### config.mk
export PLATFORM = sky130hd
export DESIGN_NAME = hazard_scoreboard
export DESIGN_NICKNAME = d
export VERILOG_FILES = /design/src/rtl/core_pkg.sv /design/src/rtl/sb_counter.sv /design/src/rtl/hazard_scoreboard.sv
export SDC_FILE = /design/constraint.sdc
export NUM_CORES = 1
export LEC_CHECK = 0
export CORE_AREA = 4 4 162 180
export CTS_BUF_LIST = sky130_fd_sc_hd__clkbuf_2
export DETAILED_ROUTE_END_ITERATION = 8
export DIE_AREA = 0 0 166 184
export HOLD_SLACK_MARGIN = 0.05
export PLACE_DENSITY_LB_ADDON = 0.08
export SYNTH_ARGS = -nofsm -noshare
export SYNTH_HDL_FRONTEND = slang
export SYNTH_SLANG_ARGS = --single-unit
### constraint.sdc
create_clock -name clk -period 6.3 [get_ports clk]
set_input_delay 1.89 -clock clk [delete_from_list [all_inputs] [get_ports clk]]
set_output_delay 1.89 -clock clk [all_outputs]
set_load 0.05 [all_outputs]
### src/rtl/core_pkg.sv
// Shared core definitions: producer latency classes and register index type.
// No ports; imported by the scoreboard and its counter cells.
package core_pkg;

    localparam int unsigned NUM_REGS_DEF = 32;
    localparam int unsigned ADDR_W_DEF   = $clog2(NUM_REGS_DEF);

    // Stall cycles a back-to-back dependent needs behind each producer class.
    localparam int unsigned LAT_ALU  = 0;
    localparam int unsigned LAT_LOAD = 1;
    localparam int unsigned LAT_MUL  = 3;

    typedef logic [ADDR_W_DEF-1:0] regidx_t;

endpackage

### src/rtl/sb_counter.sv
// Per-register scoreboard cell: a LAT_W down-counter that stops at zero.
// Ports:
//   clk, rst     clock and asynchronous active-high reset
//   load_i       load load_val_i (wins over the decrement)
//   load_val_i   latency to load
//   clear_i      force to zero (wins over load)
//   nonzero_o    registered count is nonzero
module sb_counter #(
    parameter int unsigned LAT_W = 3
) (
    input  logic             clk,
    input  logic             rst,
    input  logic             load_i,
    input  logic [LAT_W-1:0] load_val_i,
    input  logic             clear_i,
    output logic             nonzero_o
);

    logic [LAT_W-1:0] cnt_q, cnt_d;

    always_comb begin
        cnt_d = cnt_q;
        if (clear_i) begin
            cnt_d = '0;
        end else if (load_i) begin
            cnt_d = load_val_i;
        end else if (cnt_q != '0) begin
            cnt_d = cnt_q - LAT_W'(1);
        end
    end

    always_ff @(posedge clk or posedge rst) begin
        if (rst) begin
            cnt_q <= '0;
        end else begin
            cnt_q <= cnt_d;
        end
    end

    assign nonzero_o = (cnt_q != '0);

endmodule

### src/rtl/hazard_scoreboard.sv
// Latency-driven hazard scoreboard beside the decode stage. Tracks, per register,
// the cycles until a producer's result can be forwarded; raises the decode stall,
// cancels the entry of a producer squashed in execute, and counts stall cycles.
// Ports:
//   clk, rst                    clock and asynchronous active-high reset
//   id_valid                    valid instruction in decode
//   id_rs1/id_rs2               source indices, id_use_rs1/id_use_rs2 qualify them
//   id_rd, id_reg_write, id_lat destination, write enable, producer latency
//   flush_e                     branch taken in execute, squash decode and execute
//   stall_d                     combinational decode stall
//   pending_mask                registered per-register "entry live" view
//   stall_count                 saturating count of stalled cycles
module hazard_scoreboard
    import core_pkg::*;
#(
    parameter int unsigned NUM_REGS = 32,
    parameter int unsigned ADDR_W   = $clog2(NUM_REGS),
    parameter int unsigned LAT_W    = 3,
    parameter int unsigned PERF_W   = 32
) (
    input  logic                clk,
    input  logic                rst,
    input  logic                id_valid,
    input  logic [ADDR_W-1:0]   id_rs1,
    input  logic [ADDR_W-1:0]   id_rs2,
    input  logic                id_use_rs1,
    input  logic                id_use_rs2,
    input  logic [ADDR_W-1:0]   id_rd,
    input  logic                id_reg_write,
    input  logic [LAT_W-1:0]    id_lat,
    input  logic                flush_e,
    output logic                stall_d,
    output logic [NUM_REGS-1:0] pending_mask,
    output logic [PERF_W-1:0]   stall_count
);

    logic [NUM_REGS-1:0] pend;
    logic                hit_rs1, hit_rs2;
    logic                issue;
    logic                set_entry;

    logic [ADDR_W-1:0]   last_rd_q, last_rd_d;
    logic                last_set_q, last_set_d;
    logic [PERF_W-1:0]   stall_count_q, stall_count_d;

    // x0 never holds an entry.
    assign pend[0] = 1'b0;

    always_comb begin
        hit_rs1 = id_use_rs1 && (id_rs1 != '0) && pend[id_rs1];
        hit_rs2 = id_use_rs2 && (id_rs2 != '0) && pend[id_rs2];
        // Flush beats stall: the decode instruction is discarded anyway.
        stall_d   = id_valid && !flush_e && (hit_rs1 || hit_rs2);
        issue     = id_valid && !stall_d && !flush_e;
        set_entry = issue && id_reg_write && (id_rd != '0) && (id_lat != LAT_W'(LAT_ALU));
    end

    genvar r;
    generate
        for (r = 1; r < NUM_REGS; r++) begin : g_cnt
            logic load_r;
            logic clear_r;

            assign load_r  = set_entry && (id_rd == ADDR_W'(r));
            // Only the instruction issued last cycle can be sitting in execute.
            assign clear_r = flush_e && last_set_q && (last_rd_q == ADDR_W'(r));

            sb_counter #(
                .LAT_W (LAT_W)
            ) u_cnt (
                .clk        (clk),
                .rst        (rst),
                .load_i     (load_r),
                .load_val_i (id_lat),
                .clear_i    (clear_r),
                .nonzero_o  (pend[r])
            );
        end
    endgenerate

    always_comb begin
        last_rd_d     = last_rd_q;
        last_set_d    = set_entry;
        stall_count_d = stall_count_q;
        if (issue) begin
            last_rd_d = id_rd;
        end
        if (stall_d && (stall_count_q != {PERF_W{1'b1}})) begin
            stall_count_d = stall_count_q + PERF_W'(1);
        end
    end

    always_ff @(posedge clk or posedge rst) begin
        if (rst) begin
            last_rd_q     <= '0;
            last_set_q    <= 1'b0;
            stall_count_q <= '0;
        end else begin
            last_rd_q     <= last_rd_d;
            last_set_q    <= last_set_d;
            stall_count_q <= stall_count_d;
        end
    end

    assign pending_mask = pend;
    assign stall_count  = stall_count_q;

endmodule

# Yosys cells after proc, flatten, opt, wreduce, memory -nomap -nowiden
# Cells that the tools add are included.
# word_totals
register_bits	131
in_bits	25
out_inout_bits	65
elab_cells	372
# op_classes
addsub	32
n_lt_le_gt_ge	2
eq_ne	63
n_mux	97
n_reduce_logical	144
# op_table
cell	n
3-bit 2-to-1 mux	93
3-bit nonzero test	63
5-bit == test, second input constant	32
3-bit by 1-bit subtractor with 3-bit output, second input constant	31
5-bit by 4-bit == test with 1-bit output, second input constant	16
1-bit logical AND	75
5-bit by 3-bit == test with 1-bit output, second input constant	8
32-bit by 1-bit adder with 32-bit output, second input constant	1
32-bit != test, second input constant	1
5-bit by 2-bit == test with 1-bit output, second input constant	4
5-bit nonzero test	3
5-bit by 6-bit less-than comparator with 1-bit output, second input constant	2
1-bit binary-select mux with 5-bit select	2
5-bit by 1-bit == test with 1-bit output, second input constant	2
1-bit logical NOT	2
1-bit 2-to-1 mux	2
1-bit logical OR	1

# Logic depth before layout (Yosys ltp)
# Gate-level depths: netlist of run 1.
# depth
ltp_word	15
depth_mapped	13
depth_no_buf	10

# Modules after synthesis
# From an unflattened synthesis of run 1, not the netlist that was laid out.
# hier_totals
hier_cells	1020
area_unflattened_um2	9693.0
# modules_own_cells
mod	n_inst	cells_each	area_each_um2	seq_area_each_um2
sb_counter	31	22	215.2	75.1
hazard_scoreboard	1	338	3021.6	950.9

# Worst setup path before layout of run 1
# Ideal clock, no wire load.
# synth_path
path_type	input-to-output
from	input id_rs2[0]
to	output stall_d
arrival_time_ps	4165
slack_ps	245
cell_stages	9
n_path_buf	4
cell_sequence	buf_1 mux4_2 a22o_1 a2bb2oi_2 and4_4 buf_6 buf_6 buf_2 nor2_1
# synth_via
elab_chain_len	5
# synth_rtl
item	line_no	source
start: declaration	hazard_scoreboard.sv:25	input logic [ADDR_W-1:0] id_rs2,
1-bit binary-select mux with 5-bit select / 5-bit nonzero test (equally long branches)	hazard_scoreboard.sv:51	hit_rs2 = id_use_rs2 && (id_rs2 != '0) && pend[id_rs2];
1-bit 2-to-1 mux (implied by the code) / 1-bit logical AND (equally long branches)	hazard_scoreboard.sv:51	
1-bit logical AND (*)	hazard_scoreboard.sv:51	
1-bit logical OR (*)	hazard_scoreboard.sv:53	stall_d = id_valid && !flush_e && (hit_rs1 || hit_rs2);
1-bit logical AND (*)	hazard_scoreboard.sv:53	
end: declaration	hazard_scoreboard.sv:32	output logic stall_d,
# Mark *: on every way between the ends. The rest lies on a longest branch, timed or not. The select of a mux whose other input is x is not followed.

# Worst setup path after layout of run 1
# layout_path
from	input id_rs1[1]
to	output stall_d
# layout_via
elab_chain_len	5
# layout_rtl
item	line_no	source
start: declaration	hazard_scoreboard.sv:24	input logic [ADDR_W-1:0] id_rs1,
1-bit binary-select mux with 5-bit select / 5-bit nonzero test (equally long branches)	hazard_scoreboard.sv:50	hit_rs1 = id_use_rs1 && (id_rs1 != '0) && pend[id_rs1];
1-bit 2-to-1 mux (implied by the code) / 1-bit logical AND (equally long branches)	hazard_scoreboard.sv:50	
1-bit logical AND (*)	hazard_scoreboard.sv:50	
1-bit logical OR (*)	hazard_scoreboard.sv:53	
1-bit logical AND (*)	hazard_scoreboard.sv:53	
# Marks and branches as above.

==> reports/metrics.csv, run 1 <==
stage,metric,value,unit
worst_setup_path,Crit. End Element,output port,
worst_setup_path,CP Launch Type,input port,
synthesis,Mapped Area,10000,um2
synthesis,adder-cell share of the synthesized area,0.0787,
placed_design,Post-DP HPWL,22.2,mm
drt,Wirelength per Cell,19.4,um
placed_design,gpl congestion,0.838,
pwr,Clock power frac,0.116,
floorplanning,Core Area,27500,um2
clocking,Clock transition at path regs,0.20,ns
final_layout,layout net count,1278,
drt,routed vias,8416,
final_layout,non-filler instance count after layout,1566,
floorplanning,Die W,166,um
drt,Routed Antenna Nets,0,
clocking,Num Clock Sinks,131,
floorplanning,Ports,90,
synthesis,leading area contributor after synthesis,dfrtp_1,
synthesis,Syn Nets,1242,
synthesis,Post-synth top flop,dfrtp_1,
drt,final WL,30.4,mm
timing,period utilization,0.971,
timing,Fmax achieved,164,MHz
synthesis,Avg Inst Size Synth,8.68,um2
pwr,switching part of the total,0.470,
pwr,Comb pwr share,0.592,
clocking,CTS Hold Bufs,0,
worst_setup_path,"Max FO, Critical Path",10,
synthesis,Synth Area in XOR/XNOR,0.0542,
floorplanning,Starting Density,0.365,
synthesis,Synth Register Bits,131,
final_layout,area of the multi-input gates,5840,um2
final_layout,fill cell count,2828,
final_layout,Register Area,3280,um2
pwr,P_sw,2.31,mW
worst_setup_path,critical path class,in2out,
global_routing,total global-route track usage,0.200,
global_routing,antenna violations before repair,2,
synthesis,post-synthesis cell count,1154,
clocking,# Post-CTS Setup Buffers,0,
floorplanning,Die Height,184,um
timing,post-layout min period,6.11,ns
placed_design,placed cells,1534,
drt,drt pass-1 iters,5,
timing,headroom to the max-slew limit,0.394,
synthesis,"top cells by area, synth","dfrtp_1 33%, ha_1 7.9%, o21ai_0 4.1%",
worst_setup_path,Required @ worst endpoint,4.41,ns
worst_setup_path,R2R Setup Slk,2.53,ns
clocking,clock tree buffer depth,2,
floorplanning,# rows,64,
drt,via/cell ratio,5.37,
timing,max-slew violation count,0,
clocking,total CTS buffers,17,
pwr,cell-internal power,2.61,mW
drt,initial DRC count,587,
outcome,status,finished clean,
clocking,clock root buffer,clkbuf_2,
clocking,H-tree levels,4,
drt,drt drc,0,
pwr,sequential share of power,0.291,
timing,"Setup violations, final",0,
timing,Worst Tran Pin Value,0.906,ns
timing,"Hold Vio Cnt, Final",0,
timing,clk_skew,0.0534,ns
floorplanning,Die ar.,30500,um2
final_layout,most frequent cells in the layout,"131 x dfrtp_1, 95 x inv_1, 87 x clkdlybuf4s50_1, 83 x nor2_1, 82 x o21ai_0",
synthesis,Post-synth EDFFs,0,
job,max-cap viol count,0,
synthesis,largest family of logic cells by synthesized area,simple AND/OR/NAND/NOR gates,
clocking,TritonCTS clock tree,built,
pwr,PwrDens,437,nW/um2
pwr,worst vdd ir,0.000266,V
synthesis,top cell type's share of synthesized area,0.327,
placed_design,number of I/O port buffers,88,
timing,setup TNS,0,ns
final_layout,"commonest non-fill, non-tap cell in the layout",dfrtp_1,
pwr,Leak,4.71,nW
worst_setup_path,CP arrival,4.22,ns
worst_hold_path,type of the most critical hold path,reg2reg,
synthesis,async set-reset flop share out of synthesis,1.00,
synthesis,sequential fraction of the synthesis area,0.327,
global_routing,global-route wire length before repair,48.1,mm
global_routing,largest net degree at the start of global routing,66,
global_routing,vias in the first global route,8281,
synthesis,Yosys Warn Count,0,
final_layout,layout cells sized above 1,0.105,
synthesis,Compound-Gate Fraction of Synth Area,0.126,
synthesis,mux cell area share after synthesis,0.0676,
timing,RSZ-0062 raised after global routing,no,
global_routing,Congestion Overflow GR,0,
clocking,PostCTS Resize Cnt,0,
final_layout,Syn-to-layout area delta,12.4,%
synthesis,distinct cell type count after synthesis,68,
pwr,"Power, Total",4.92,mW
synthesis,Simple-Gate Fraction of Synth Area,0.255,
clocking,Worst-Skew Late Latency,0.75,ns
==> synth_stat cells, types with 17 or more instances <==
cell type	instances
and4_1	18
xor2_1	31
nand3_1	57
mux2_2	19
mux2i_1	26
nor2_1	83
nand2_1	68
clkbuf_1	42
dfrtp_1	131
buf_4	35
nand4_1	60
inv_1	96
o21ai_0	82
ha_1	63
a21oi_1	67
nor2b_1	36
xnor2_1	31
and3_1	17
==> cells by family (layout without fill, tap and decap cells) <==
| family | count (synthesis) | after routing |
|---|---|---|
| AO/OA/AOI/OAI | 211 | 211 |
| XOR/XNOR | 62 | 62 |
| multiplexers | 54 | 54 |
| adder cells (fa/ha/maj) | 63 | 63 |
| AND/OR/NAND/NOR | 440 | 440 |
| buffers and inverters | 192 | 239 |
| flip-flops | 131 | 131 |
| other | 1 | 3 |
==> routing by layer <==
layer | track usage | wire length, um | vias to the layer above
met5 | 0 | 13 | -
met4 | 0.0607 | 578 | 2
met3 | 0.0378 | 1640 | 33
met2 | 0.331 | 14500 | 221
met1 | 0.268 | 13700 | 4068
li1 | - | - | 4092
==> critical path, cell delays in order <==
cell and delay (ns):
clkdlybuf4s50_1 0.61, inv_2 0.31, mux2i_1 0.25, o221ai_1 0.20
a2111o_1 0.44, and4_4 0.22, nor2_1 0.09, buf_4 0.20
==> metrics by stage <==
step                hold slack, ns   util  instance area (um2)  worst slack, ns
finish                       0.502  0.410                11300            0.185
global route                 0.519  0.410                11300           0.0626
CTS                          0.507  0.410                11200            0.194
detailed placement           0.479  0.401                11000            0.197
global placement             0.482  0.401                11000            0.269
floorplan                    0.520      -                10000            0.245
==> power by group through the flow <==
stage / Combinational [mW] / Sequential [mW] / Clock (mW)
finish: 2.92 / 1.43 / 0.572
global route: 3.26 / 1.48 / 0.636
CTS: 2.95 / 1.43 / 0.603
detailed placement: 2.93 / 1.46 / 0
global placement: 2.92 / 1.45 / 0
floorplan: 2.29 / 1.46 / 0
==> layout make-up <==
| type | count | share of cell area |
|---|---|---|
| diodes | 2 | 0.000445 |
| multi-input cells | 831 | 0.519 |
| clock buffers | 17 | 0.00756 |
| flip-flops and latches | 131 | 0.291 |
| well taps | 363 | 0.0404 |
| repair buffers | 112 | 0.0941 |
| clock inverters | 13 | 0.0142 |
| inverters | 97 | 0.0328 |
==> state kept, by name (all words and copies together), names as in the netlist <==
name and flops:
g_cnt.u_cnt.cnt_q 93, last_rd_q 5, last_set_q 1, stall_count 32
==> worst paths after layout <==
check / startpoint / endpoint / depth (start not counted)
setup reg to reg: g_cnt[11].u_cnt.cnt_q[0] / g_cnt[5].u_cnt.cnt_q[1] / 10
max in group asynchronous: rst / g_cnt[18].u_cnt.cnt_q[2] / 3
setup / recovery: id_rs1[1] / stall_d / 8
hold / removal: stall_count[9] / stall_count[9] / 1
hold reg to reg: stall_count[9] / stall_count[9] / 1
min in group asynchronous: rst / g_cnt[27].u_cnt.cnt_q[1] / 2
No activity file was read; power rests on OpenSTA's default activity.
==> run 2: changes to the inputs <==
==> constraint.sdc (replaced) <==
create_clock -name clk -period 6.3 [get_ports clk]
set_input_delay 1.89 -clock clk [delete_from_list [all_inputs] [get_ports clk]]
set_output_delay 1.89 -clock clk [all_outputs]
set_load 0.005 [all_outputs]
==> run 2 against run 1 <==
Compared with the run above: critical endpoint unchanged; register-to-register slack better by 0.06 ns; sequential cell count did not move; clock power decreased by 5.6%; setup slack lost 0.083 ns; sequential share of layout area fell by 0.16 points.
==> reports/metrics.csv, run 2 (synthesis gave the netlist of run 1 again) <==
stage,metric,value,unit,change
outcome,status,finished clean,,
floorplanning,# rows,64,,unchanged
final_layout,"Most flops, register",g_cnt.u_cnt.cnt_q,,
global_routing,largest net degree at the start of global routing,58,,-12%
global_routing,antenna violations before repair,2,,unchanged
clocking,Clock transition at path regs,0.22,ns,+0.02 ns
clocking,Num Clock Sinks,131,,unchanged
timing,setup TNS,0,ns,unchanged
timing,"Hold Vio Cnt, Final",0,,unchanged
global_routing,global-route wire length before repair,48.8,mm,+1.4%
worst_setup_path,Required @ worst endpoint,4.41,ns,about the same
worst_setup_path,critical path class,in2out,,
worst_setup_path,Crit. End Element,output port,,
timing,post-layout min period,6.20,ns,+0.0831 ns
timing,headroom to the max-slew limit,0.266,,-0.128
pwr,worst vdd ir,0.000182,V,-31%
clocking,# Post-CTS Setup Buffers,0,,unchanged
clocking,total CTS buffers,17,,unchanged
clocking,H-tree levels,4,,unchanged
timing,"Setup violations, final",0,,unchanged
final_layout,Final Util,0.412,,+0.00228
timing,final hold slack,0.504,ns,+0.00227 ns
timing,Fmax achieved,161,MHz,-1.3%
pwr,"Power, Total",4.53,mW,-8.0%
clocking,TritonCTS clock tree,built,,
final_layout,most frequent cells in the layout,"131 x dfrtp_1, 95 x inv_1, 87 x clkdlybuf4s50_1, 83 x nor2_1, 82 x o21ai_0",,
drt,drt pass-1 iters,5,,unchanged
floorplanning,Die Height,184,um,unchanged
worst_setup_path,CP arrival,4.31,ns,+0.09 ns
floorplanning,Die ar.,30500,um2,unchanged
floorplanning,Ports,90,,unchanged
clocking,Worst-Skew Late Latency,0.78,ns,+0.03 ns
job,max-cap viol count,0,,unchanged
placed_design,number of I/O port buffers,88,,unchanged
drt,routed vias,8465,,+0.58%
timing,RSZ-0062 raised after global routing,no,,
timing,max-slew violation count,0,,unchanged
floorplanning,Core Area,27500,um2,unchanged
floorplanning,Starting Density,0.365,,unchanged
final_layout,layout net count,1285,,+0.55%
drt,Routed Antenna Nets,0,,unchanged
final_layout,layout cells sized above 1,0.112,,+0.00748
drt,drt drc,0,,unchanged
drt,final WL,30.8,mm,+1.4%
timing,period utilization,0.984,,+0.0132
clocking,clock root buffer,clkbuf_2,,
placed_design,gpl congestion,0.880,,+5.0%
final_layout,fill cell count,2818,,-0.35%
pwr,Leak,4.76,nW,+1.0%
worst_hold_path,type of the most critical hold path,reg2reg,,
final_layout,Syn-to-layout area delta,13.0,%,
timing,Worst Tran Pin Value,1.10,ns,+0.191 ns
clocking,PostCTS Resize Cnt,0,,unchanged
drt,initial DRC count,584,,-0.51%
global_routing,total global-route track usage,0.202,,+0.00237
floorplanning,Die W,166,um,unchanged
worst_setup_path,CP Launch Type,input port,,
drt,via/cell ratio,5.37,,about the same
global_routing,Congestion Overflow GR,0,,unchanged
timing,clk_skew,0.0562,ns,+0.00278 ns
final_layout,max FFs per register,93,,unchanged
global_routing,vias in the first global route,8419,,+1.7%
placed_design,Post-DP HPWL,22.2,mm,+0.22%
clocking,clock tree buffer depth,2,,unchanged
final_layout,"commonest non-fill, non-tap cell in the layout",dfrtp_1,,
final_layout,Register Area,3280,um2,unchanged
worst_setup_path,"Max FO, Critical Path",12,,+2
drt,Wirelength per Cell,19.6,um,+0.79%
pwr,PwrDens,400,nW/um2,-8.5%
clocking,CTS Hold Bufs,0,,unchanged
final_layout,area of the multi-input gates,5850,um2,about the same
run 2: cell types whose count changed in the layout (fill, tap and decap cells not counted), sizes merged:
| cell | change |
|---|---|
| buf | +6 |
| bufinv | -3 |
| clkinv | +2 |
| clkinvlp | -2 |
| dlymetal6s2s | +1 |
| inv | +5 |
run 2: stage by stage:
step | instances | cell area [um2] | setup slack, ns
floorplan | 1154 | 10000 | 0.793
global placement | 1541 | 11100 | 0.119
detailed placement | 1541 | 11100 | 0.113
CTS | 1573 | 11300 | 0.107
global route | 1575 | 11300 | 0.0141
finish | 1575 | 11300 | 0.102
run 2: area by class of cell:
class | count | share of cell area
Multi-Input combinational cell | 831 | 0.517
Sequential cell | 131 | 0.290
Timing Repair Buffer | 119 | 0.100
Tap cell | 363 | 0.0401
Inverter | 97 | 0.0328
Clock inverter | 15 | 0.0125
Clock buffer | 17 | 0.00752
Antenna cell | 2 | 0.000442
run 2: report_power, final:
| part | internal (mW) | leakage [nW] | switching [mW] | total [mW] |
|---|---|---|---|---|
| clock | 0.125 | 0.135 | 0.416 | 0.540 |
| sequential | 1.20 | 1.61 | 0.232 | 1.44 |
| combinational | 1.20 | 3.01 | 1.35 | 2.55 |
| total | 2.53 | 4.76 | 2.00 | 4.53 |
run 2: critical path, stage by stage:
cell             delay (ns)
clkdlybuf4s50_1        0.55
buf_12                 0.22
or3b_2                 0.46
o221ai_1               0.26
a2111o_1               0.18
and4_4                 0.26
nor2_1                 0.05
clkdlybuf4s50_1        0.44
run 2: layer usage:
metal | global-route usage | part of all wire
met5 | 0 | 0.00042
met4 | 0.0508 | 0.017
met2 | 0.343 | 0.48
met3 | 0.0372 | 0.037
met1 | 0.269 | 0.47
run 2: final timing paths:
| path | cells after the start | endpoint | slack, ns | from |
|---|---|---|---|---|
| worst max-delay path | 8 | stall_d | 0.10 | id_rs1[0] |
| worst min-delay path | 1 | stall_count[5] | 0.50 | stall_count[5] |
| worst max register to register | 11 | g_cnt[5].u_cnt.cnt_q[1] | 2.59 | g_cnt[23].u_cnt.cnt_q[1] |
| worst min register to register | 1 | stall_count[5] | 0.50 | stall_count[5] |
| max in group asynchronous | 3 | g_cnt[9].u_cnt.cnt_q[1] | 3.81 | rst |
| min in group asynchronous | 2 | stall_count[20] | 1.46 | rst |
==> run 3: changes to the inputs <==
CORE_AREA = 4 4 167 185   (was 4 4 162 180)
DIE_AREA = 0 0 171 189   (was 0 0 166 184)
clock period = 6.1 ns   (was 6.3 ns; I/O delays follow)
==> run 3 against run 2 <==
Compared with the run above: sequential share of layout area decreased by 0.29 points; largest power group unchanged; setup slack better by 0.0086 ns; hold slack improved by 0.0035 ns.
==> reports/metrics.csv, run 3 (synthesis gave the netlist of run 1 again) <==
stage,metric,value,unit,change
timing,Worst Tran Pin Value,0.898,ns,-0.198 ns
worst_setup_path,Required @ worst endpoint,4.27,ns,-0.14 ns
final_layout,most frequent cells in the layout,"131 x dfrtp_1, 95 x inv_1, 85 x clkdlybuf4s50_1, 83 x nor2_1, 82 x o21ai_0",,
worst_setup_path,critical path class,in2out,,
worst_setup_path,CP arrival,4.16,ns,-0.15 ns
final_layout,area of the multi-input gates,5860,um2,+0.19%
global_routing,total global-route track usage,0.198,,-0.00410
global_routing,met1 Use GR,0.268,,-0.00102
placed_design,Post-DP HPWL,22.9,mm,+3.0%
final_layout,Register Area,3280,um2,unchanged
timing,Setup WS post-layout,0.111,ns,+0.00865 ns
global_routing,largest net degree at the start of global routing,78,,+34%
floorplanning,# rows,66,,+3.1%
worst_setup_path,Crit. End Element,output port,,
worst_setup_path,"Max FO, Critical Path",4,,-8
final_layout,Final Util,0.391,,-0.0210
worst_setup_path,"most used cell, CP",clkdlybuf4s50_1,,
drt,initial DRC count,623,,+6.7%
job,max-cap viol count,0,,unchanged
timing,"Setup violations, final",0,,unchanged
timing,headroom to the max-slew limit,0.399,,+0.132
drt,drt pass-1 iters,5,,unchanged
floorplanning,Die W,171,um,+3.0%
global_routing,vias in the first global route,8346,,-0.87%
pwr,PwrDens,420,nW/um2,+4.9%
worst_setup_path,CP max stage delay,0.60,ns,+0.05 ns
drt,routed vias,8501,,+0.43%
timing,clk_skew,0.0443,ns,-0.0119 ns
timing,period utilization,0.982,,
worst_setup_path,CP Cell Sequence,"clkdlybuf4s50_1, mux4_2, o21ai_0, o211ai_1, and4_4, nor2_1, clkdlybuf4s50_1",,
pwr,worst vdd ir,0.000154,V,-15%
clocking,Worst-Skew Late Latency,0.74,ns,-0.04 ns
placed_design,pre-CTS setup slack,-0.0449,ns,-0.158 ns
final_layout,layout cells sized above 1,0.117,,+0.00501
pwr,Leak,4.82,nW,+1.5%
global_routing,met3 Usage GRT,0.0351,,-0.00212
final_layout,Syn-to-layout area delta,14.2,%,
timing,RSZ-0062 raised after global routing,no,,
timing,max-slew violation count,0,,unchanged
final_layout,max FFs per register,93,,unchanged
floorplanning,Core Area,29200,um2,+6.4%
clocking,total CTS buffers,17,,unchanged
clocking,Num Clock Sinks,131,,unchanged
clocking,H-tree levels,4,,unchanged
global_routing,global-route wire length before repair,49.4,mm,+1.2%
outcome,status,finished clean,,
final_layout,layout net count,1293,,+0.62%
drt,Wirelength per Cell,19.9,um,+1.5%
floorplanning,Die Height,189,um,+2.7%
clocking,TritonCTS clock tree,built,,
worst_setup_path,buffers and inverters on the worst path,2,,-1
worst_setup_path,"Slowest-stage cell, CP",clkdlybuf4s50_1,,
drt,drt drc,0,,unchanged
final_layout,"Most flops, register",g_cnt.u_cnt.cnt_q,,
timing,"Hold Vio Cnt, Final",0,,unchanged
drt,Routed Antenna Nets,0,,unchanged
placed_design,gpl congestion,0.839,,-4.7%
worst_setup_path,top cell family by delay on the critical path,buffers and inverters,,
timing,Fmax achieved,167,MHz,
floorplanning,Ports,90,,unchanged
final_layout,fill cell count,3097,,+9.9%
drt,final WL,31.6,mm,+2.6%
worst_hold_path,type of the most critical hold path,reg2reg,,
floorplanning,Die ar.,32300,um2,+5.8%
placed_design,number of I/O port buffers,88,,unchanged
pwr,"Power, Total",4.80,mW,+5.9%
global_routing,Congestion Overflow GR,0,,unchanged
global_routing,met2 usage,0.321,,-0.0216
final_layout,"commonest non-fill, non-tap cell in the layout",dfrtp_1,,
clocking,clock tree buffer depth,2,,unchanged
floorplanning,Starting Density,0.342,,-0.0220
global_routing,antenna violations before repair,2,,unchanged
drt,via/cell ratio,5.34,,-0.71%
worst_setup_path,CP Launch Type,input port,,
global_routing,gr busiest metal,met2,,
timing,post-layout min period,5.99,ns,
clocking,Clock transition at path regs,0.21,ns,about the same
clocking,# Post-CTS Setup Buffers,0,,unchanged
clocking,clock root buffer,clkbuf_2,,
run 3: cell count changes in the layout (fill, tap and decap cells not counted), moves of 2 or more:
cell and delta:
clkinv_4 -3, buf_4 +10, bufinv_16 +4, dlygate4sd2_1 +2, clkbuf_2 +2, inv_8 -5, clkdlybuf4s50_1 -2, clkinv_2 +3
run 3: area by class of cell:
type                            count  area share
Clock buffer                       19     0.00832
Clock inverter                     13      0.0159
Inverter                           97      0.0325
Tap cell                          374      0.0409
Multi-Input combinational cell    831       0.513
Timing Repair Buffer              127       0.103
Sequential cell                   131       0.287
Antenna cell                        1    0.000219
run 3: repair_timing:
action | CTS | global route
pin swaps | 0 | 0
resized for setup | 3 | 2
setup endpoints to repair | 1 | 1
hold buffers | 0 | 0
run 3: layer usage:
layer,vias to the layer above,part of all wire
li1,4124,-
met1,4160,0.46
met4,2,0.025
met2,175,0.48
met3,40,0.037
met5,-,0.00038
run 3: worst paths after layout:
| path | slack (ns) | depth (start not counted) | endpoint | start |
|---|---|---|---|---|
| max | 0.11 | 7 | stall_d | id_rs1[0] |
| min | 0.51 | 1 | stall_count[9] | stall_count[9] |
| max reg2reg | 2.35 | 10 | g_cnt[5].u_cnt.cnt_q[1] | g_cnt[10].u_cnt.cnt_q[0] |
| min reg2reg | 0.51 | 1 | stall_count[9] | stall_count[9] |
| max in group asynchronous | 3.55 | 3 | g_cnt[19].u_cnt.cnt_q[1] | rst |
| min in group asynchronous | 1.56 | 2 | g_cnt[15].u_cnt.cnt_q[2] | rst |
run 3: report_power, final:
part           internal (mW)  switching (mW)
Clock                  0.273           0.372
Sequential              1.24           0.241
Combinational           1.26            1.41
Total                   2.77            2.03
run 3: per-stage QoR:
stage               TNS (ns)  std cells  instance area, um2  hold slack (ns)
finish                     0       1593               11400            0.508
global route               0       1593               11400            0.514
CTS                        0       1592               11400            0.504
detailed placement   -0.0449       1560               11100            0.479
global placement     -0.0370       1560               11100            0.478
floorplan                  0       1154               10000            0.478
